**src/rtl/sram_fifo_ctrl.sv**
```systemverilog
// Valid/ready FIFO controller for a single-port 1rw SRAM macro with 1-cycle read
// latency, hidden behind a 2-entry output prefetch buffer.
module sram_fifo_ctrl #(
  parameter int DATA_WIDTH = 150,
  parameter int ADDR_WIDTH = 9,
  parameter int DEPTH      = 512
) (
  input  logic                  clk,
  input  logic                  rst,
  input  logic                  in_valid,
  output logic                  in_ready,
  input  logic [DATA_WIDTH-1:0] in_data,
  output logic                  out_valid,
  input  logic                  out_ready,
  output logic [DATA_WIDTH-1:0] out_data,
  output logic [ADDR_WIDTH+1:0] level,
  output logic                  sram_csb0,
  output logic                  sram_web0,
  output logic [ADDR_WIDTH-1:0] sram_addr0,
  output logic [DATA_WIDTH-1:0] sram_din0,
  input  logic [DATA_WIDTH-1:0] sram_dout0
);

  localparam logic [ADDR_WIDTH:0] FULL_CNT = (ADDR_WIDTH+1)'(DEPTH);

  logic [ADDR_WIDTH-1:0] wr_ptr_q, wr_ptr_d;
  logic [ADDR_WIDTH-1:0] rd_ptr_q, rd_ptr_d;
  logic [ADDR_WIDTH:0]   mem_cnt_q, mem_cnt_d;
  logic                  rd_inflight_q, rd_inflight_d;
  logic [1:0]            obuf_cnt_q, obuf_cnt_d;
  logic [DATA_WIDTH-1:0] obuf0_q, obuf0_d;
  logic [DATA_WIDTH-1:0] obuf1_q, obuf1_d;
  logic [ADDR_WIDTH-1:0] addr_q, addr_d;
  logic [DATA_WIDTH-1:0] din_q, din_d;

  logic       pop, urgent, wr, rd, mem_empty, space_ok;
  logic [2:0] held;

  // A read may issue only if its word still has an obuf slot when it returns.
  assign pop       = (obuf_cnt_q != 2'd0) && out_ready;
  assign held      = 3'(obuf_cnt_q) + 3'(rd_inflight_q);
  assign space_ok  = held < (3'd2 + 3'(pop));
  assign mem_empty = (mem_cnt_q == '0);
  assign urgent    = (obuf_cnt_q == 2'd0) && !rd_inflight_q && !mem_empty;
  assign in_ready  = !rst && (mem_cnt_q != FULL_CNT) && !urgent;
  assign wr        = in_valid && in_ready;
  assign rd        = !rst && !wr && !mem_empty && space_ok;

  assign out_valid = (obuf_cnt_q != 2'd0);
  assign out_data  = obuf0_q;
  assign level     = (ADDR_WIDTH+2)'(mem_cnt_q) + (ADDR_WIDTH+2)'(rd_inflight_q)
                   + (ADDR_WIDTH+2)'(obuf_cnt_q);

  // NOTE: every always_comb output gets a default first so no path infers a latch.
  always_comb begin
    sram_csb0     = 1'b1;
    sram_web0     = 1'b1;
    sram_addr0    = addr_q;
    sram_din0     = din_q;
    wr_ptr_d      = wr_ptr_q;
    rd_ptr_d      = rd_ptr_q;
    rd_inflight_d = rd;
    if (rst) begin
      sram_addr0 = '0;
      sram_din0  = '0;
    end else if (wr) begin
      sram_csb0  = 1'b0;
      sram_web0  = 1'b0;
      sram_addr0 = wr_ptr_q;
      sram_din0  = in_data;
      wr_ptr_d   = wr_ptr_q + 1'b1;
    end else if (rd) begin
      sram_csb0  = 1'b0;
      sram_addr0 = rd_ptr_q;
      rd_ptr_d   = rd_ptr_q + 1'b1;
    end
    addr_d = sram_addr0;
    din_d  = sram_din0;

    mem_cnt_d = mem_cnt_q;
    if (wr)      mem_cnt_d = mem_cnt_q + 1'b1;
    else if (rd) mem_cnt_d = mem_cnt_q - 1'b1;
  end

  // Return path: the word read last cycle enters obuf; obuf0 is always the head.
  always_comb begin
    obuf0_d    = obuf0_q;
    obuf1_d    = obuf1_q;
    obuf_cnt_d = obuf_cnt_q;
    unique case ({rd_inflight_q, pop})
      2'b10: begin
        if (obuf_cnt_q == 2'd0) obuf0_d = sram_dout0;
        else                    obuf1_d = sram_dout0;
        obuf_cnt_d = obuf_cnt_q + 1'b1;
      end
      2'b01: begin
        obuf0_d    = obuf1_q;
        obuf_cnt_d = obuf_cnt_q - 1'b1;
      end
      2'b11: begin
        if (obuf_cnt_q == 2'd1) begin
          obuf0_d = sram_dout0;
        end else begin
          obuf0_d = obuf1_q;
          obuf1_d = sram_dout0;
        end
      end
      default: ;
    endcase
  end

  // NOTE: sequential state uses non-blocking assignments only.
  always_ff @(posedge clk) begin
    if (rst) begin
      wr_ptr_q      <= '0;
      rd_ptr_q      <= '0;
      mem_cnt_q     <= '0;
      rd_inflight_q <= 1'b0;
      obuf_cnt_q    <= 2'd0;
      addr_q        <= '0;
      din_q         <= '0;
    end else begin
      wr_ptr_q      <= wr_ptr_d;
      rd_ptr_q      <= rd_ptr_d;
      mem_cnt_q     <= mem_cnt_d;
      rd_inflight_q <= rd_inflight_d;
      obuf_cnt_q    <= obuf_cnt_d;
      addr_q        <= addr_d;
      din_q         <= din_d;
    end
  end

  // NOTE: obuf payload is not reset; obuf_cnt_q alone says which entries are live.
  always_ff @(posedge clk) begin
    obuf0_q <= obuf0_d;
    obuf1_q <= obuf1_d;
  end

endmodule

```
**config.mk**
```make
export PLATFORM = sky130hd
export DESIGN_NAME = sram_fifo_ctrl
export DESIGN_NICKNAME = d
export VERILOG_FILES = /design/src/rtl/sram_fifo_ctrl.sv
export SDC_FILE = /design/constraint.sdc
export NUM_CORES = 1
export LEC_CHECK = 0
export CAP_MARGIN = 20
export CORE_AREA = 5 5 240 242
export DETAILED_ROUTE_END_ITERATION = 10
export DIE_AREA = 0 0 245 247
export GPL_ROUTABILITY_DRIVEN = 0
export HOLD_SLACK_MARGIN = 0.15
export PLACE_DENSITY = 0.71
export SYNTH_ARGS = -nofsm -noshare
export SYNTH_HDL_FRONTEND = slang
export SYNTH_SLANG_ARGS = --single-unit
```
**constraint.sdc**
```tcl
create_clock -name clk -period 13 [get_ports clk]
set_clock_uncertainty 0.2 [all_clocks]
set_input_delay 1.95 -clock clk [delete_from_list [all_inputs] [get_ports clk]]
set_output_delay 1.95 -clock clk [all_outputs]
set_load 0.02 [all_outputs]
```
* Word level (Yosys, flattened, before mapping) *
Index checks and enable logic that the tools add are counted.

word-level totals
  flip-flop bits (word level) = 490
  input port bits = 304
  output and inout bits = 324
  word-level logic and storage cells = 72

cells by class
  add/sub/neg operators = 10
  $lt $le $gt $ge = 1
  equal/unequal tests = 8
  multiplexer cells = 19
  bitwise operators = 1
  reduce and logical (&&, ||, !) cells = 24

operators with widths
  kind                                                 number
  2-to-1 mux 150 bit                                   6
  case mux 150 bit (3 select lines)                    1
  case mux 150 bit (2 select lines)                    1
  2-to-1 mux 9 bit                                     3
  2-to-1 mux 10 bit                                    2
  adder 9 x 1 -> 9 bit (second input constant)         2
  adder 10 x 1 -> 11 bit                               1
  adder 11 x 2 -> 11 bit                               1
  adder 10 x 1 -> 10 bit (second input constant)       1
  zero test 10 bit                                     1
  != test 10 bit (second input constant)               1
  subtractor 10 x 1 -> 10 bit (second input constant)  1
  logical AND 1 bit                                    9
  nonzero test 2 bit                                   4
  != test 2 bit (second input constant)                3
  zero test 1 bit                                      5
  2-to-1 mux 1 bit                                     5
  == test 2 x 1 -> 1 bit (second input constant)       2
  == test 2 bit (second input constant)                2
  case mux 2 bit (2 select lines)                      1
  AND reduction 2 bit                                  2
  adder 2 x 1 -> 3 bit                                 1
  adder 2 x 1 -> 3 bit (first input constant)          1
  less-than comparator 3 bit                           1
  other kinds (6)                                      6

* Longest topological paths before layout *
Gate-level depths: netlist (run 1).

  depth after elaboration = 13
  mapped depth = 14

* Worst setup path before layout (run 1) *
Ideal clock, no wire load.

  kind = reg-to-reg
  from = register obuf_cnt_q[1]
  to = register obuf0_q[0], in the netlist out_data[0] (enable)
  setup time = 0.867 ns
  data arrival time = 11.251 ns
  required time = 11.933 ns
  setup slack = 0.682 ns
  cell stages (with the launch flop) = 5
  clock period less this slack = 12.318 ns
  cells stage by stage = dfxtp_1 -> inv_1 -> ha_1 -> inv_1 -> o21ai_0

between the ends
  longest elaborated chain between the ends = 5

RTL lines
  what                                                                  RTL line  RTL
  start, declared                                                       30        logic [1:0] obuf_cnt_q, obuf_cnt_d;
  start signal, assigned                                                127       obuf_cnt_q <= obuf_cnt_d;
  nonzero test 2 bit *                                                  n/a
  net out_valid                                                         13        output logic out_valid,
  logical AND 1 bit *                                                   40        assign pop = (obuf_cnt_q != 2'd0) && out_ready;
  == test 2 bit / == test 2 x 1 -> 1 bit (equally long branches)        90        unique case ({rd_inflight_q, pop})
  != test 2 bit (no line) / nonzero test 3 bit (equally long branches)  n/a
  AND reduction 2 bit (no line) *                                       n/a
  end signal, assigned                                                  135       obuf0_q <= obuf0_d;
  end, declared                                                         31        logic [DATA_WIDTH-1:0] obuf0_q, obuf0_d;

Mark *: on every way through the listed nets, which the timed path passes. The rest lies on a longest branch.
A chain may end at the register's enable or synchronous reset.

* Final worst setup path (run 1) *
  from = input rst
  to = output sram_din0[81]

between the ends
  longest elaborated chain between the ends = 6

RTL lines
  what                             RTL line  RTL
  start, declared                  9         input logic rst,
  zero test 1 bit                  45        assign in_ready = !rst && (mem_cnt_q != FULL_CNT) && !urgent;
  logical AND 1 bit (2 in series)  45
  logical AND 1 bit                46        assign wr = in_valid && in_ready;
  2-to-1 mux 150 bit               66        end else if (wr) begin
  2-to-1 mux 150 bit *             63        if (rst) begin
  end, declared                    20        output logic [DATA_WIDTH-1:0] sram_din0,

Every way passes the cells marked *; elsewhere a longest branch is shown, timed or not.

==> results of run 1 <==
==> worst max-delay path: stages <==
cell                              delay [ns]
sky130_fd_sc_hd__buf_4                  0.53
sky130_fd_sc_hd__nand2b_1               0.22
sky130_fd_sc_hd__a21oi_1                0.08
sky130_fd_sc_hd__mux2_8                 0.49
sky130_fd_sc_hd__inv_6                  0.45
sky130_fd_sc_hd__buf_4                  0.41
sky130_fd_sc_hd__buf_16                 0.34
sky130_fd_sc_hd__nand3b_1               0.16
sky130_fd_sc_hd__nand2_1                0.18
sky130_fd_sc_hd__clkdlybuf4s50_1        0.66
==> power by group <==
group | internal (mW) | total [mW] | switching, mW
Sequential | 2.38 | 2.56 | 0.188
Combinational | 1.07 | 2.61 | 1.54
Clock | 0.783 | 1.38 | 0.601
Total | 4.23 | 6.56 | 2.32
==> metal layers <==
metal,up-vias,routed length (um),track usage (%)
met1,7014,22000,21.3
li1,6850,-,-
met3,113,6150,7.36
met2,676,29900,32.4
met5,-,79,0
met4,12,1900,6.39
==> cell type report <==
class | count | area share [%]
antenna | 9 | 0.0818
clock buffer | 64 | 4.96
clock inverter | 23 | 0.695
inverter | 14 | 0.209
multi-input combinational | 985 | 21.1
sequential | 490 | 46.5
tap | 704 | 3.20
timing repair buffer | 637 | 23.2
==> flip-flops by register name, indices dropped and copies added (netlist names) <==
name           flops
wr_ptr_q           9
out_data         150
obuf1_q          150
rd_inflight_q      1
din_q            150
addr_q             9
obuf_cnt_q         2
mem_cnt_q         10
rd_ptr_q           9
==> layout by cell type (no fill, tap or decap), types with 6 or more instances in the layout <==
| cell | instances |
|---|---|
| sky130_fd_sc_hd__clkinv_1 | 8 |
| sky130_fd_sc_hd__a211oi_1 | 19 |
| sky130_fd_sc_hd__o21ai_0 | 6 |
| sky130_fd_sc_hd__inv_1 | 13 |
| sky130_fd_sc_hd__ha_1 | 18 |
| sky130_fd_sc_hd__clkdlybuf4s50_1 | 626 |
| sky130_fd_sc_hd__dfxtp_1 | 190 |
| sky130_fd_sc_hd__and3_1 | 7 |
| sky130_fd_sc_hd__xor2_1 | 15 |
| sky130_fd_sc_hd__clkinv_2 | 8 |
| sky130_fd_sc_hd__diode_2 | 9 |
| sky130_fd_sc_hd__nor2_1 | 46 |
| sky130_fd_sc_hd__nand4_1 | 9 |
| sky130_fd_sc_hd__clkbuf_1 | 10 |
| sky130_fd_sc_hd__clkbuf_16 | 52 |
| sky130_fd_sc_hd__nand3b_1 | 150 |
| sky130_fd_sc_hd__a22o_1 | 151 |
| sky130_fd_sc_hd__a21oi_1 | 15 |
| sky130_fd_sc_hd__edfxtp_1 | 300 |
| sky130_fd_sc_hd__xnor2_1 | 17 |
| sky130_fd_sc_hd__buf_4 | 9 |
| sky130_fd_sc_hd__nand3_1 | 8 |
| sky130_fd_sc_hd__mux2i_1 | 11 |
| sky130_fd_sc_hd__nand2_1 | 471 |
==> worst max path at each step <==
stage	start	end	slack [ns]	cells after the start
floorplan	obuf_cnt_q[1]$_SDFFE_PP0P_	out_data[0]$_DFFE_PP_	0.68	4
detailed placement	rst	sram_din0[81]	4.88	9
CTS	rst	sram_addr0[2]	4.84	9
finish	rst	sram_din0[81]	5.15	10
global placement	rst	sram_addr0[8]	4.94	9
global route	rst	sram_din0[81]	4.95	10
==> cell families after synthesis <==
logic type,count (synthesis)
DFF,490
xor gates and xnor gates,32
buffers and inverters,110
AOI/OAI and AO/OA,207
muxes,13
adders and majority gates,21
and+or+nand+nor,712
==> metrics.log, run 1 <==
[metrics] fraction of layout instances using a drive strength above 1: 4.34%
[metrics] category of the worst setup path capture point: output port
[metrics] synthesized-area fraction occupied by and/or/nand/nor cells: 17.6%
[metrics] Initial Utilization: 34.7%
[metrics] cell depth of the worst flop-to-flop path: 12
[metrics] highest net fanout along the worst path: 92
[metrics] Clock Sink Count: 490
[metrics] Post-synth ARST share: 0%
[metrics] H-tree Lvls: 2
[metrics] Clock Tree Buf Depth: 3
[metrics] final total power: 6.56 mW
[metrics] post-route setup slack: 5.15 ns
[metrics] setup repair after global routing missed its margin: no
[metrics] Worst EP arrival: 5.70 ns
[metrics] count of buffers from port buffering: 627
[metrics] clock latency on the worst-skew pair: 0.59 ns
[metrics] source of the worst hold timing path: din_q[12]$_SDFF_PP0_
[metrics] Hold WS: 0.280 ns
[metrics] leakage dissipation: 11.5 nW
[metrics] final antenna-violating net count: 0
[metrics] Hold EP: din_q[12]$_SDFF_PP0_
[metrics] top cells by area in the synthesized netlist: sky130_fd_sc_hd__edfxtp_1, sky130_fd_sc_hd__dfxtp_1, sky130_fd_sc_hd__nand2_1, sky130_fd_sc_hd__a22o_1, sky130_fd_sc_hd__nand3b_1
[metrics] Filler Cell Count: 4763
[metrics] portion of the post-synthesis area used by sequential elements: 67.2%
[metrics] CORE AREA: 0.0549 mm^2
[metrics] WP data required: 10.85 ns
[metrics] global-route wire length before repair: 88.5 mm
[metrics] Net Count, Synth: 1910
[metrics] top-area cell type share of the netlist area: 47.3%
[metrics] Min-Delay Path Depth: 2
[metrics] area of combinational cells with multiple inputs: 0.00581 mm^2
[metrics] average vias per placed instance: 5.01
[metrics] flops & latches, synth: 490
[metrics] post-synthesis xor/xnor area fraction: 1.47%
[metrics] most frequent cells after synthesis: sky130_fd_sc_hd__nand2_1, sky130_fd_sc_hd__edfxtp_1, sky130_fd_sc_hd__dfxtp_1, sky130_fd_sc_hd__a22o_1, sky130_fd_sc_hd__nand3b_1
[metrics] max-cap violations: 0
[metrics] total overflow reported by the global router: 0
[metrics] Area Overhead vs Synth: 44.4%
[metrics] synthesized-area fraction occupied by adder cells: 1.50%
[metrics] fraction of the core area covered by cells at the end of the flow: 50.2%
[metrics] total of cells resized after clock tree synthesis: 0
[metrics] post-CTS clock slew at the launch and capture registers of the worst setup and hold paths: 0.06 ns
[metrics] Worst slew margin: 28.6%
[metrics] final hold violations: 0
[metrics] startpoint of the worst register-to-register path: obuf_cnt_q[0]$_SDFFE_PP0P_
[metrics] combined flip-flop and latch cell area: 0.0128 mm^2
[metrics] final clock period utilization by the worst path: 60.4%
[metrics] per-instance average area after synthesis: 12.0 um^2
[metrics] cts hold-fix bufs: 0
[metrics] Die Span Y: 247 um
[metrics] number of instances in the placed design: 2829
[metrics] placed cell area: 0.0259 mm^2
[metrics] highest achievable clock rate: 127 MHz
[metrics] final std cell area, no fill: 0.0275 mm^2
[metrics] Compound-Gate Fraction of Synth Area: 8.88%
[metrics] area of the die: 0.0605 mm^2
[metrics] Total Negative Setup Slacks: 0 ns
[metrics] most instantiated flip-flop cell in the synthesis netlist: sky130_fd_sc_hd__edfxtp_1
[metrics] CP Class: primary input to output port
[metrics] clock tree from TritonCTS: yes
[metrics] crit start category: primary input
[metrics] most common cell in the netlist: sky130_fd_sc_hd__nand2_1
[metrics] DR vias: 14700
[metrics] CTS Root Buffer Type: sky130_fd_sc_hd__clkbuf_16
[metrics] number of synthesized flops with an enable pin: 300
[metrics] register-to-register path setup slack: 9.01 ns
[metrics] hpwl dp: 43.5 mm
[metrics] dpl ws: 4.88 ns
[metrics] initial antenna violation count: 20
[metrics] Iteration-0 DRC Markers: 978
[metrics] via count of the first global-routing pass: 14700
[metrics] Final Non-Filler Cells: 2926
[metrics] row cnt: 86
[metrics] cell type with the highest aggregate area in the netlist: sky130_fd_sc_hd__edfxtp_1
[metrics] GRT Total Usage: 18.7%
[metrics] Cell Area, Synth: 0.0191 mm^2
[metrics] transition time at the pin with the least slew margin: 1.07 ns
[metrics] Die Span X: 245 um
[metrics] IR drop worst, VDD: 0.218 mV
[metrics] final worst path period need: 7.85 ns
[metrics] count of unresolved DRC violations after routing: 0
[metrics] largest net degree at the start of global routing: 151
[metrics] detail-routed net length per standard cell: 20.5 um
[metrics] iteration count of the initial detailed-routing pass: 5
[metrics] Setup violations, final: 0
[metrics] Total Routed Length: 60.1 mm
[metrics] largest family of logic cells by synthesized area: simple AND/OR/NAND/NOR gates
[metrics] Yosys warnings: 0
[metrics] status: completed
[metrics] Worst Hold Class: flip-flop to flip-flop
[metrics] synthesized instance count: 1585
[metrics] multiplexer area fraction after synthesis: 0.716%
[metrics] Worst R2R End: mem_cnt_q[9]$_SDFFE_PP0N_
[metrics] synth unique cells: 44
[metrics] fin. max-slew vios: 0
[metrics] Post-CTS Setup Repair Bufs: 0
[metrics] nets: 2505
[metrics] total power density per cell area: 238 mW/mm^2
[metrics] I/O pin count: 628
[metrics] number of clock buffers inserted by TritonCTS: 52
No activity file was read; power rests on OpenSTA's default activity.
==> run 2, diff against run 1 <==
--- a/config.mk
+++ b/config.mk
@@ -11,7 +11,7 @@
 export DIE_AREA = 0 0 245 247
 export GPL_ROUTABILITY_DRIVEN = 0
 export HOLD_SLACK_MARGIN = 0.15
-export PLACE_DENSITY = 0.71
+export PLACE_DENSITY = 0.68
 export SYNTH_ARGS = -nofsm -noshare
 export SYNTH_HDL_FRONTEND = slang
 export SYNTH_SLANG_ARGS = --single-unit
==> constraint.sdc (replaced) <==
create_clock -name clk -period 7.75 [get_ports clk]
set_clock_uncertainty 0.2 [all_clocks]
set_input_delay 1.1625 -clock clk [delete_from_list [all_inputs] [get_ports clk]]
set_output_delay 1.1625 -clock clk [all_outputs]
set_load 0.02 [all_outputs]
==> run 2 against run 1 <==
Against the previous run: cell area rose by 0.58%; flip-flop and latch count did not move; first-iteration DRC count fell by 14%; register-to-register slack got worse by 5.2 ns; total power rose by 69%.
==> metrics.log, run 2 (synthesis results as in run 1) <==
[metrics] status: completed
[metrics] highest achievable clock rate: 166 MHz
[metrics] IR drop worst, VDD: 0.342 mV
[metrics] iteration count of the initial detailed-routing pass: 5
[metrics] GRT Total Usage: 18.5%
[metrics] Setup violations, final: 0
[metrics] Area Overhead vs Synth: 45.3%
[metrics] crit start category: primary input
[metrics] setup repair after global routing missed its margin: no
[metrics] max-cap violations: 0
[metrics] most common cell after layout, fill and taps aside: sky130_fd_sc_hd__clkdlybuf4s50_1
[metrics] total of cells resized after clock tree synthesis: 0
[metrics] final antenna-violating net count: 0
[metrics] register-to-register path setup slack: 3.85 ns
[metrics] cell class contributing the biggest share of worst-path delay: buffers and inverters
[metrics] Clock Sink Count: 490
[metrics] detail-routed net length per standard cell: 20.3 um
[metrics] Total Routed Length: 59.5 mm
[metrics] transition time at the pin with the least slew margin: 1.04 ns
[metrics] final hold violations: 0
[metrics] WP data required: 6.39 ns
[metrics] WP buf/inv: 5
[metrics] CP Class: primary input to output port
[metrics] clock tree from TritonCTS: yes
[metrics] Max stage delay cell, worst path: sky130_fd_sc_hd__clkdlybuf4s50_1
[metrics] Post-CTS Setup Repair Bufs: 0
[metrics] initial antenna violation count: 13
[metrics] fraction of layout instances using a drive strength above 1: 4.55%
[metrics] number of clock buffers inserted by TritonCTS: 53
[metrics] final worst path period need: 6.04 ns
[metrics] area of combinational cells with multiple inputs: 0.00581 mm^2
[metrics] I/O pin count: 628
[metrics] category of the worst setup path capture point: output port
[metrics] cts hold-fix bufs: 0
[metrics] Total Negative Setup Slacks: 0 ns
[metrics] via count of the first global-routing pass: 14500
[metrics] CORE AREA: 0.0549 mm^2
[metrics] row cnt: 86
[metrics] Iteration-0 DRC Markers: 842
[metrics] clock latency on the worst-skew pair: 0.59 ns
[metrics] worst-path cell chain: buf_4 -> nand2b_1 -> a21oi_1 -> mux2_8 -> inv_6 -> buf_16 -> buf_4 -> nand3b_1 -> nand2_1 -> clkdlybuf4s50_1
[metrics] stage delay of the slowest cell on the critical path: 0.63 ns
[metrics] highest net fanout along the worst path: 128
[metrics] most used cell, CP: sky130_fd_sc_hd__buf_4
[metrics] area of the die: 0.0605 mm^2
[metrics] average vias per placed instance: 4.94
[metrics] CTS Root Buffer Type: sky130_fd_sc_hd__clkbuf_16
[metrics] Worst Hold Class: flip-flop to flip-flop
[metrics] leakage dissipation: 11.5 nW
[metrics] nets: 2505
[metrics] final clock period utilization by the worst path: 77.9%
[metrics] top library cells by usage in the layout, fill and taps aside: sky130_fd_sc_hd__clkdlybuf4s50_1, sky130_fd_sc_hd__nand2_1, sky130_fd_sc_hd__edfxtp_1
[metrics] total power density per cell area: 401 mW/mm^2
[metrics] post-CTS clock slew at the launch and capture registers of the worst setup and hold paths: 0.05 ns
[metrics] hpwl dp: 41.9 mm
[metrics] Clock Tree Buf Depth: 3
[metrics] total overflow reported by the global router: 0
[metrics] Die Span Y: 247 um
[metrics] fin. max-slew vios: 0
[metrics] Worst EP arrival: 4.67 ns
[metrics] Die Span X: 245 um
[metrics] Hold WS: 0.278 ns
[metrics] count of unresolved DRC violations after routing: 0
[metrics] Filler Cell Count: 4798
[metrics] Initial Utilization: 34.7%
[metrics] Worst slew margin: 30.5%
[metrics] H-tree Lvls: 2
[metrics] combined flip-flop and latch cell area: 0.0128 mm^2
[metrics] DR vias: 14500
[metrics] count of buffers from port buffering: 627
[metrics] largest net degree at the start of global routing: 151
[metrics] global-route wire length before repair: 87.8 mm
## run 2: cell type report
type,instances,area share (%)
sequential,490,46.3
timing repair buffer,636,23.2
multi-input combinational,985,21.0
clock buffer,70,5.35
tap,704,3.18
clock inverter,26,0.723
inverter,14,0.208
antenna,8,0.0723
## run 2: per-layer routing
| metal | vias to the layer above | track usage (%) | share of wire [%] |
|---|---|---|---|
| met1 | 6878 | 21.9 | 39 |
| met2 | 623 | 31.0 | 48 |
| met4 | 10 | 6.83 | 3.8 |
| li1 | 6853 | - | - |
| met3 | 121 | 7.08 | 9.8 |
| met5 | - | 0 | 0.13 |
## run 2: where the power goes
part / total [mW] / internal, mW / switching (mW) / leakage, nW
registers: 4.29 / 3.98 / 0.306 / 4.41
logic: 4.39 / 1.81 / 2.58 / 6.31
clock network: 2.42 / 1.41 / 1.02 / 0.825
## run 2: final timing paths
path	from	end	cells past startpoint
min reg2reg	din_q[33]$_SDFF_PP0_	din_q[33]$_SDFF_PP0_	2
min	din_q[33]$_SDFF_PP0_	din_q[33]$_SDFF_PP0_	2
max	rst	sram_din0[0]	10
max reg2reg	obuf_cnt_q[1]$_SDFFE_PP0P_	mem_cnt_q[9]$_SDFFE_PP0N_	12
## run 2: worst min-delay path: stages, from the launching register on
cell and delay (ns):
sky130_fd_sc_hd__dfxtp_1 0.29, sky130_fd_sc_hd__nand3b_1 0.09, sky130_fd_sc_hd__nand2_1 0.05
## run 2: through the flow
stage          utilization, %  setup slack [ns]  power, mW  instance area, um^2  instances
4_1_cts                  50.3              1.42       11.2                27600       2923
6_report                 50.4              1.71       11.1                27700       2933
5_1_grt                  50.4              1.44       11.7                27700       2928
3_5_place_dp             47.2              1.44       8.77                25900       2827
3_3_place_gp             47.2              1.52       8.69                25900       2827
2_1_floorplan               -              1.15       6.82                19100       1585
==> run 3, diff against run 2 <==
--- a/config.mk
+++ b/config.mk
@@ -11,7 +11,7 @@
 export DIE_AREA = 0 0 245 247
 export GPL_ROUTABILITY_DRIVEN = 0
 export HOLD_SLACK_MARGIN = 0.15
-export PLACE_DENSITY = 0.68
+export PLACE_DENSITY = 0.71
 export SYNTH_ARGS = -nofsm -noshare
 export SYNTH_HDL_FRONTEND = slang
 export SYNTH_SLANG_ARGS = --single-unit
==> constraint.sdc (replaced) <==
create_clock -name clk -period 5.45 [get_ports clk]
set_clock_uncertainty 0.2 [all_clocks]
set_input_delay 0.8175 -clock clk [delete_from_list [all_inputs] [get_ports clk]]
set_output_delay 0.8175 -clock clk [all_outputs]
set_load 0.02 [all_outputs]
==> run 3 against run 2 <==
Against the previous run: cell count up 0.10%; via count up 1.3%; sequential power up 43%; first-iteration DRC count up 35%; register-to-register slack worse by 2.4 ns; sequential share of layout area down 0.30 points; non-clock buffer count up 8; worst hold slack better by 0.0025 ns; cell area up 0.65%; combinational power up 44%; global-route usage up 0.63 points; critical path depth unchanged.
==> metrics.log, run 3 (synthesis results as in run 1) <==
[metrics] count of unresolved DRC violations after routing: 0
[metrics] H-tree Lvls: 2
[metrics] leakage dissipation: 11.6 nW
[metrics] Iteration-0 DRC Markers: 1135
[metrics] average vias per placed instance: 5.00
[metrics] Initial Utilization: 34.7%
[metrics] via count of the first global-routing pass: 14800
[metrics] category of the worst setup path capture point: output port
[metrics] post-CTS clock slew at the launch and capture registers of the worst setup and hold paths: 0.06 ns
[metrics] CTS Root Buffer Type: sky130_fd_sc_hd__clkbuf_16
[metrics] hpwl dp: 44.8 mm
[metrics] iteration count of the initial detailed-routing pass: 5
[metrics] origin of the worst setup path: obuf_cnt_q[1]$_SDFFE_PP0P_
[metrics] CP Class: flip-flop to output port
[metrics] status: completed
[metrics] crit start category: flip-flop
[metrics] top library cells by usage in the layout, fill and taps aside: sky130_fd_sc_hd__clkdlybuf4s50_1, sky130_fd_sc_hd__nand2_1, sky130_fd_sc_hd__edfxtp_1
[metrics] Area Overhead vs Synth: 46.2%
[metrics] clock latency on the worst-skew pair: 0.58 ns
[metrics] clock tree from TritonCTS: yes
[metrics] Int Pwr: 10.5 mW
[metrics] GRT Total Usage: 19.2%
[metrics] Setup violations, final: 0
[metrics] nets: 2512
[metrics] row cnt: 86
[metrics] final std cell area, no fill: 0.0279 mm^2
[metrics] WP data required: 4.43 ns
[metrics] Worst EP arrival: 3.89 ns
[metrics] register-to-register path setup slack: 1.48 ns
[metrics] Comb power frac: 39.4%
[metrics] fraction of layout instances using a drive strength above 1: 4.98%
[metrics] Total Routed Length: 61.3 mm
[metrics] Hold WS: 0.281 ns
[metrics] max-cap violations: 0
[metrics] Worst Hold Class: flip-flop to flip-flop
[metrics] total of cells resized after clock tree synthesis: 0
[metrics] area of the die: 0.0605 mm^2
[metrics] setup repair after global routing missed its margin: no
[metrics] count of buffers from port buffering: 627
[metrics] transition time at the pin with the least slew margin: 1.03 ns
[metrics] proportion of power drawn by flip-flops and latches: 38.0%
[metrics] total power density per cell area: 578 mW/mm^2
[metrics] P_sw: 5.61 mW
[metrics] Total Negative Setup Slacks: 0 ns
[metrics] final worst path period need: 4.91 ns
[metrics] final hold violations: 0
[metrics] end of the critical path: sram_addr0[6]
[metrics] highest achievable clock rate: 204 MHz
[metrics] I/O pin count: 628
[metrics] number of clock buffers inserted by TritonCTS: 52
[metrics] most common cell after layout, fill and taps aside: sky130_fd_sc_hd__clkdlybuf4s50_1
[metrics] IR drop worst, VDD: 0.469 mV
[metrics] total overflow reported by the global router: 0
[metrics] Clock Tree Buf Depth: 3
[metrics] highest net fanout along the worst path: 11
[metrics] dpl ws: 0.915 ns
[metrics] Worst R2R End: mem_cnt_q[9]$_SDFFE_PP0N_
[metrics] final clock period utilization by the worst path: 90.1%
[metrics] Die Span X: 245 um
[metrics] Worst slew margin: 31.4%
[metrics] Post-CTS Setup Repair Bufs: 0
[metrics] Die Span Y: 247 um
[metrics] placed cell area: 0.0261 mm^2
[metrics] DR vias: 14700
[metrics] global-route wire length before repair: 90.3 mm
[metrics] post-route setup slack: 0.540 ns
[metrics] portion of total power attributed to the clock network: 22.6%
[metrics] startpoint of the worst register-to-register path: mem_cnt_q[5]$_SDFFE_PP0N_
[metrics] cts hold-fix bufs: 0
[metrics] net switching share of the total power: 34.8%
[metrics] initial antenna violation count: 12
[metrics] final antenna-violating net count: 0
[metrics] cell depth of the worst flop-to-flop path: 12
[metrics] Clock Sink Count: 490
[metrics] CORE AREA: 0.0549 mm^2
[metrics] fin. max-slew vios: 0
[metrics] detail-routed net length per standard cell: 20.9 um
[metrics] largest net degree at the start of global routing: 203
run 3: stage by stage:
step,instances,util [%],power (mW)
finish,2936,50.8,16.1
global route,2934,50.8,16.9
CTS,2933,50.8,16.3
detailed placement,2837,47.5,12.6
global placement,2837,47.5,12.4
floorplan,1585,-,9.67
run 3: power groups by stage:
stage	Clock (mW)	Combinational, mW	Sequential, mW
6_report	3.64	6.34	6.12
3_5_place_dp	0	6.37	6.20
3_3_place_gp	0	6.30	6.14
4_1_cts	3.74	6.40	6.13
2_1_floorplan	0	2.82	6.85
5_1_grt	3.90	6.77	6.23
run 3: how the worst min path moves through the flow:
stage                          startpoint                    end  cells after the start
floorplan             din_q[0]$_SDFF_PP0_    din_q[0]$_SDFF_PP0_                      2
global placement     din_q[35]$_SDFF_PP0_   din_q[35]$_SDFF_PP0_                      2
detailed placement   din_q[88]$_SDFF_PP0_   din_q[88]$_SDFF_PP0_                      2
CTS                  din_q[88]$_SDFF_PP0_   din_q[88]$_SDFF_PP0_                      2
global route        din_q[141]$_SDFF_PP0_  din_q[141]$_SDFF_PP0_                      2
finish               din_q[95]$_SDFF_PP0_   din_q[95]$_SDFF_PP0_                      2
run 3: worst max-delay path: stages (launching register included):
cell	delay, ns
sky130_fd_sc_hd__dfxtp_1	0.42
sky130_fd_sc_hd__inv_1	0.12
sky130_fd_sc_hd__ha_1	0.26
sky130_fd_sc_hd__inv_1	0.26
sky130_fd_sc_hd__nand2_1	0.18
sky130_fd_sc_hd__inv_1	0.13
sky130_fd_sc_hd__a21oi_1	0.12
sky130_fd_sc_hd__or2_2	0.47
sky130_fd_sc_hd__mux2i_1	0.20
sky130_fd_sc_hd__a211oi_1	0.41
sky130_fd_sc_hd__clkdlybuf4s50_1	0.71
run 3: routing by layer:
| metal | vias up | global-route usage, % | share of wire (%) |
|---|---|---|---|
| li1 | 6866 | - | - |
| met1 | 7081 | 21.6 | 36 |
| met3 | 113 | 6.67 | 9.5 |
| met5 | - | 0 | 0.052 |
| met2 | 611 | 34.3 | 51 |
| met4 | 6 | 5.97 | 3.1 |
run 3: cell type report:
type                       instances  area, um^2
sequential                       490       12800
tap                              704         881
antenna                            3        7.51
multi-input combinational        985        5810
inverter                          14        57.6
timing repair buffer             644        6520
fill                            4705       27000
clock buffer                      70        1440
clock inverter                    26         334
